--- config.mk ---
export PLATFORM = sky130hd
export DESIGN_NAME = frame_source_arbiter
export DESIGN_NICKNAME = d
export VERILOG_FILES = /design/src/rtl/frame_source_arbiter.sv
export SDC_FILE = /design/constraint.sdc
export NUM_CORES = 1
export LEC_CHECK = 0
export BUFFER_PORTS_ARGS = -buffer_cell sky130_fd_sc_hd__buf_2
export CAP_MARGIN = 15
export CORE_ASPECT_RATIO = 0.9
export CORE_UTILIZATION = 52
export CTS_CLUSTER_SIZE = 8
export DETAILED_ROUTE_END_ITERATION = 8
export PLACE_DENSITY = 0.83
export SKIP_LAST_GASP = 1
export SYNTH_ARGS = -nofsm -noshare
export SYNTH_HDL_FRONTEND = slang
export SYNTH_SLANG_ARGS = --single-unit
--- constraint.sdc ---
create_clock -name clk -period 5.1 [get_ports clk]
set_input_delay 0.51 -clock clk [delete_from_list [all_inputs] [get_ports clk]]
set_output_delay 0.51 -clock clk [all_outputs]
set_load 0.02 [all_outputs]
--- src/rtl/frame_source_arbiter.sv ---
// Selects between the camera and debug-pattern tagged-word streams and forwards
// whole frames from the granted source into a downstream queue.
module frame_source_arbiter #(
  parameter bit DEFAULT_SOURCE = 1'b0
) (
  input  logic        clk,
  input  logic        reset_n,
  input  logic        src_sel,
  input  logic [16:0] cam_data,
  input  logic        cam_wr_en,
  input  logic [16:0] dbg_data,
  input  logic        dbg_wr_en,
  output logic        cam_full,
  output logic        dbg_full,
  input  logic        queue_full,
  output logic [16:0] queue_data,
  output logic        queue_wr_en,
  output logic        active_src,
  output logic        locked,
  output logic [15:0] frame_count
);

  localparam logic [16:0] TAG_FRAME_START = 17'h10000;
  localparam logic [16:0] TAG_FRAME_END   = 17'h1FFFF;

  typedef enum logic {
    ST_SYNC = 1'b0,
    ST_PASS = 1'b1
  } state_t;

  state_t      state_q, state_d;
  logic        active_src_q, active_src_d;
  logic [16:0] queue_data_q, queue_data_d;
  logic        queue_wr_en_q, queue_wr_en_d;
  logic [15:0] frame_count_q, frame_count_d;

  logic        grant_wr_s;
  logic [16:0] grant_data_s;

  // Granted-source word selection and next-state / forwarding decision.
  always_comb begin
    state_d       = state_q;
    active_src_d  = active_src_q;
    queue_data_d  = queue_data_q;
    queue_wr_en_d = 1'b0;
    frame_count_d = frame_count_q;

    if (active_src_q) begin
      grant_wr_s   = dbg_wr_en;
      grant_data_s = dbg_data;
    end else begin
      grant_wr_s   = cam_wr_en;
      grant_data_s = cam_data;
    end

    case (state_q)
      ST_SYNC: begin
        // A frame start locks onto the current source; otherwise follow src_sel freely.
        if (grant_wr_s && (grant_data_s == TAG_FRAME_START)) begin
          queue_wr_en_d = 1'b1;
          queue_data_d  = grant_data_s;
          state_d       = ST_PASS;
        end else if (src_sel != active_src_q) begin
          active_src_d = src_sel;
        end else begin
          active_src_d = active_src_q;
        end
      end
      ST_PASS: begin
        if (grant_wr_s) begin
          queue_wr_en_d = 1'b1;
          queue_data_d  = grant_data_s;
          if (grant_data_s == TAG_FRAME_END) begin
            frame_count_d = frame_count_q + 16'd1;
            if (src_sel != active_src_q) begin
              active_src_d = src_sel;
              state_d      = ST_SYNC;
            end else begin
              state_d = ST_PASS;
            end
          end else begin
            frame_count_d = frame_count_q;
          end
        end else begin
          queue_wr_en_d = 1'b0;
        end
      end
      default: begin
        state_d = ST_SYNC;
      end
    endcase
  end

  // State, grant and downstream write-port registers.
  always_ff @(posedge clk or negedge reset_n) begin
    if (!reset_n) begin
      state_q       <= ST_SYNC;
      active_src_q  <= DEFAULT_SOURCE;
      queue_data_q  <= 17'h00000;
      queue_wr_en_q <= 1'b0;
      frame_count_q <= 16'h0000;
    end else begin
      state_q       <= state_d;
      active_src_q  <= active_src_d;
      queue_data_q  <= queue_data_d;
      queue_wr_en_q <= queue_wr_en_d;
      frame_count_q <= frame_count_d;
    end
  end

  // Back-pressure must track queue_full in the same cycle, so it stays combinational.
  always_comb begin
    if (active_src_q) begin
      cam_full = 1'b1;
      dbg_full = queue_full;
    end else begin
      cam_full = queue_full;
      dbg_full = 1'b1;
    end
  end

  assign queue_data  = queue_data_q;
  assign queue_wr_en = queue_wr_en_q;
  assign active_src  = active_src_q;
  assign locked      = (state_q == ST_PASS);
  assign frame_count = frame_count_q;

endmodule

==> flow_summary.toml <==
[finish]
finalNonFillerCells = 318
drive_gt1_frac = 0.361
fin_area_sq_um = 2490
layout_common_cells = "buf_2, dfrtp_1, nand2_1, o21ai_1, mux2i_1"
n_antenna_cell = 0
mostFrequentLayoutCell = "buf_2"
layout-area-overhead-vs-synth_pct = 25.3
final_nets = 314

[sta]
finalSetupViolCount = 0
min_period_ns = 2.94
period_share = 0.577
fmax_mhz = 340
finalSetupTns_ns = 0
final.setup_skew_ns = 0.00632
finalMaxSlewViolations = 0
finalHoldViolCount = 0
rsz0062_at_grt = "no"
relSlewSlack = 0.273
tightest_slew_ns = 1.09

[cts]
cts_setup_buffers = 0
clkTransAtPathRegs_ns = 0.07
hold_buffers = 0
clock_sinks = 36
cts-root-buf = "clkbuf_8"
insertion_delay_ns = 0.29
clk_path_buf_depth = 2
cts.repair.resized = 0
cts_made_buffers = 5
h-tree-depth = 2
cts_tree = "built"

[detailed_routing]
drtIter0Drc = 208
wirelength_um = 4710
first_pass_iters = 4
avgViaCountPerCell = 5.55
route.detailed.drc = 0
vias = 1765
ant_nets = 0
wl_per_cell_um = 14.8

[setup_path]
arrival_ns = 3.15
end_kind = "register"
required_ns = 5.31
cp_max_fo = 31
crit_buf_inv = 2
slowest_stage = "nor2_2"
worstSetupPathType = "reg2reg"
startpoint = "active_src"
slowest_delay_ns = 0.84
worstSetupStartpointType = "register"
crit-reg2reg-launch = "active_src"
path_cells = "buf_4, mux2i_1, and2b_1, nor2_2, inv_1, a31oi_1"
cp_top_family = "simple AND/OR/NAND/NOR gates"

[logic_synthesis]
yosys_warnings = 0
synth_seq_cells = 36
postSynthCellCount = 196
synth_top_cell_area_share = 0.454
syn_area_sq_um = 1980
synth_top_cell_by_area = "dfrtp_1"
syn_nets = 237
synth_area_per_cell_sq_um = 10.1
synth-seq-area-share = 0.454
synth.distinct_cells = 41
synth_area_leaders = "dfrtp_1, mux2i_1, xor2_1, nand2_1, o21ai_1"

[global_routing]
antenna_found_initial = 0
grt_max_degree = 37
grt_pass1_wl_um = 7310
grt_pass1_vias = 1520
grt_usage = 0.247
gr-total-overflow = 0

[place]
dpl.hpwl_um = 3480
placed_cells = 310
gp_congestion = 0.848
placed_area_sq_um = 2380
io_buffers = 77

[status]
status = "completed"

[floorplan]
die_height_um = 60.6
die_w_um = 67.1
die_area_sq_um = 4070
io_pins = 78
start_util = 0.566
core_area_sq_um = 3500
rows = 20

[power]
leakage_nw = 1.27
powerDensity_nw_per_um2 = 435
ir_worst_vdd_v = 0.000324

[min_path]
hp-class = "in2async"

[run]
max-cap-violations = 0
worst paths after layout:
path,end,slack [ns],cells after the start
max,queue_data[15],2.16,6
min,frame_count[0],0.30,1
max reg2reg,queue_data[15],2.16,6
min reg2reg,frame_count[15],0.47,1
max in group asynchronous,frame_count[11],4.30,1
min in group clk,frame_count[15],0.47,1
cells in the mapped netlist, drive strengths merged:
library cell and n:
o21ai 16, mux2 2, nand2b 4, nand2 27
or4 1, a22oi 2, or4b 1, dfrtp 36
nor2 6, nand3b 1, and2b 1, o22a 1
a21boi 1, nor4 7, nand3 14, ha 1
mux2i 15, a31oi 2, xor2 12, nor3 9
nor2b 1, a221oi 1, xnor2 4, and3 3
buf 7, inv 3, a21oi 2, or2 4
nand4b 2, clkbuf 1, nand4 6, nor4b 3
final cells by class:
cell class / instances / area [sq um]
well taps: 44 / 55.1
inverters: 3 / 11.3
repair buffers: 78 / 393
clock inverters: 2 / 35.0
clock buffers: 6 / 72.6
fillers: 278 / 1020
multi-input cells: 149 / 1020
flip-flops and latches: 36 / 901
metrics by stage:
stage / utilization / hold slack (ns) / power, W / setup slack [ns]
after global placement: 0.679 / 0.455 / 0.000831 / 2.37
after detailed placement: 0.679 / 0.462 / 0.000840 / 2.21
after CTS: 0.710 / 0.332 / 0.00109 / 2.17
final: 0.710 / 0.297 / 0.00108 / 2.16
after floorplan: - / 0.214 / 0.000717 / 3.00
after global routing: 0.710 / 0.360 / 0.00114 / 1.87
logic make-up after synthesis:
logic type,synth area share
simple gates,0.264
flops,0.454
compound gates,0.0851
mux,0.0870
xor+xnor,0.0706
buf+inv,0.0328
fa+ha+maj,0.00630
metal layers:
metal | share of wire | wire (um) | up-vias | GRT usage
li1 | - | - | 854 | -
met1 | 0.47 | 2200 | 832 | 0.372
met2 | 0.45 | 2120 | 73 | 0.353
met3 | 0.071 | 336 | 6 | 0.0508
met4 | 0.011 | 53 | 0 | 0.0821
met5 | 0 | 0 | - | 0
where the power goes:
group          internal, W  switching, W  total, W  leakage [nW]
Clock             0.000145      0.000100  0.000245        0.0552
Combinational     0.000163      0.000256  0.000420         0.763
Sequential        0.000358     0.0000588  0.000417         0.456
Total             0.000667      0.000415   0.00108          1.27
worst reg2reg max path: stages, from the launching register on:
cell and delay [ns]:
dfrtp_1 0.73, buf_4 0.37, mux2i_1 0.24, and2b_1 0.27, nor2_2 0.84, inv_1 0.21
a31oi_1 0.20
flip-flops by register name (all words and copies together) (netlist names):
signal / flops
frame_count: 16
active_src: 1
locked: 1
queue_wr_en: 1
queue_data: 17
Power figures use the tool's default switching activity.
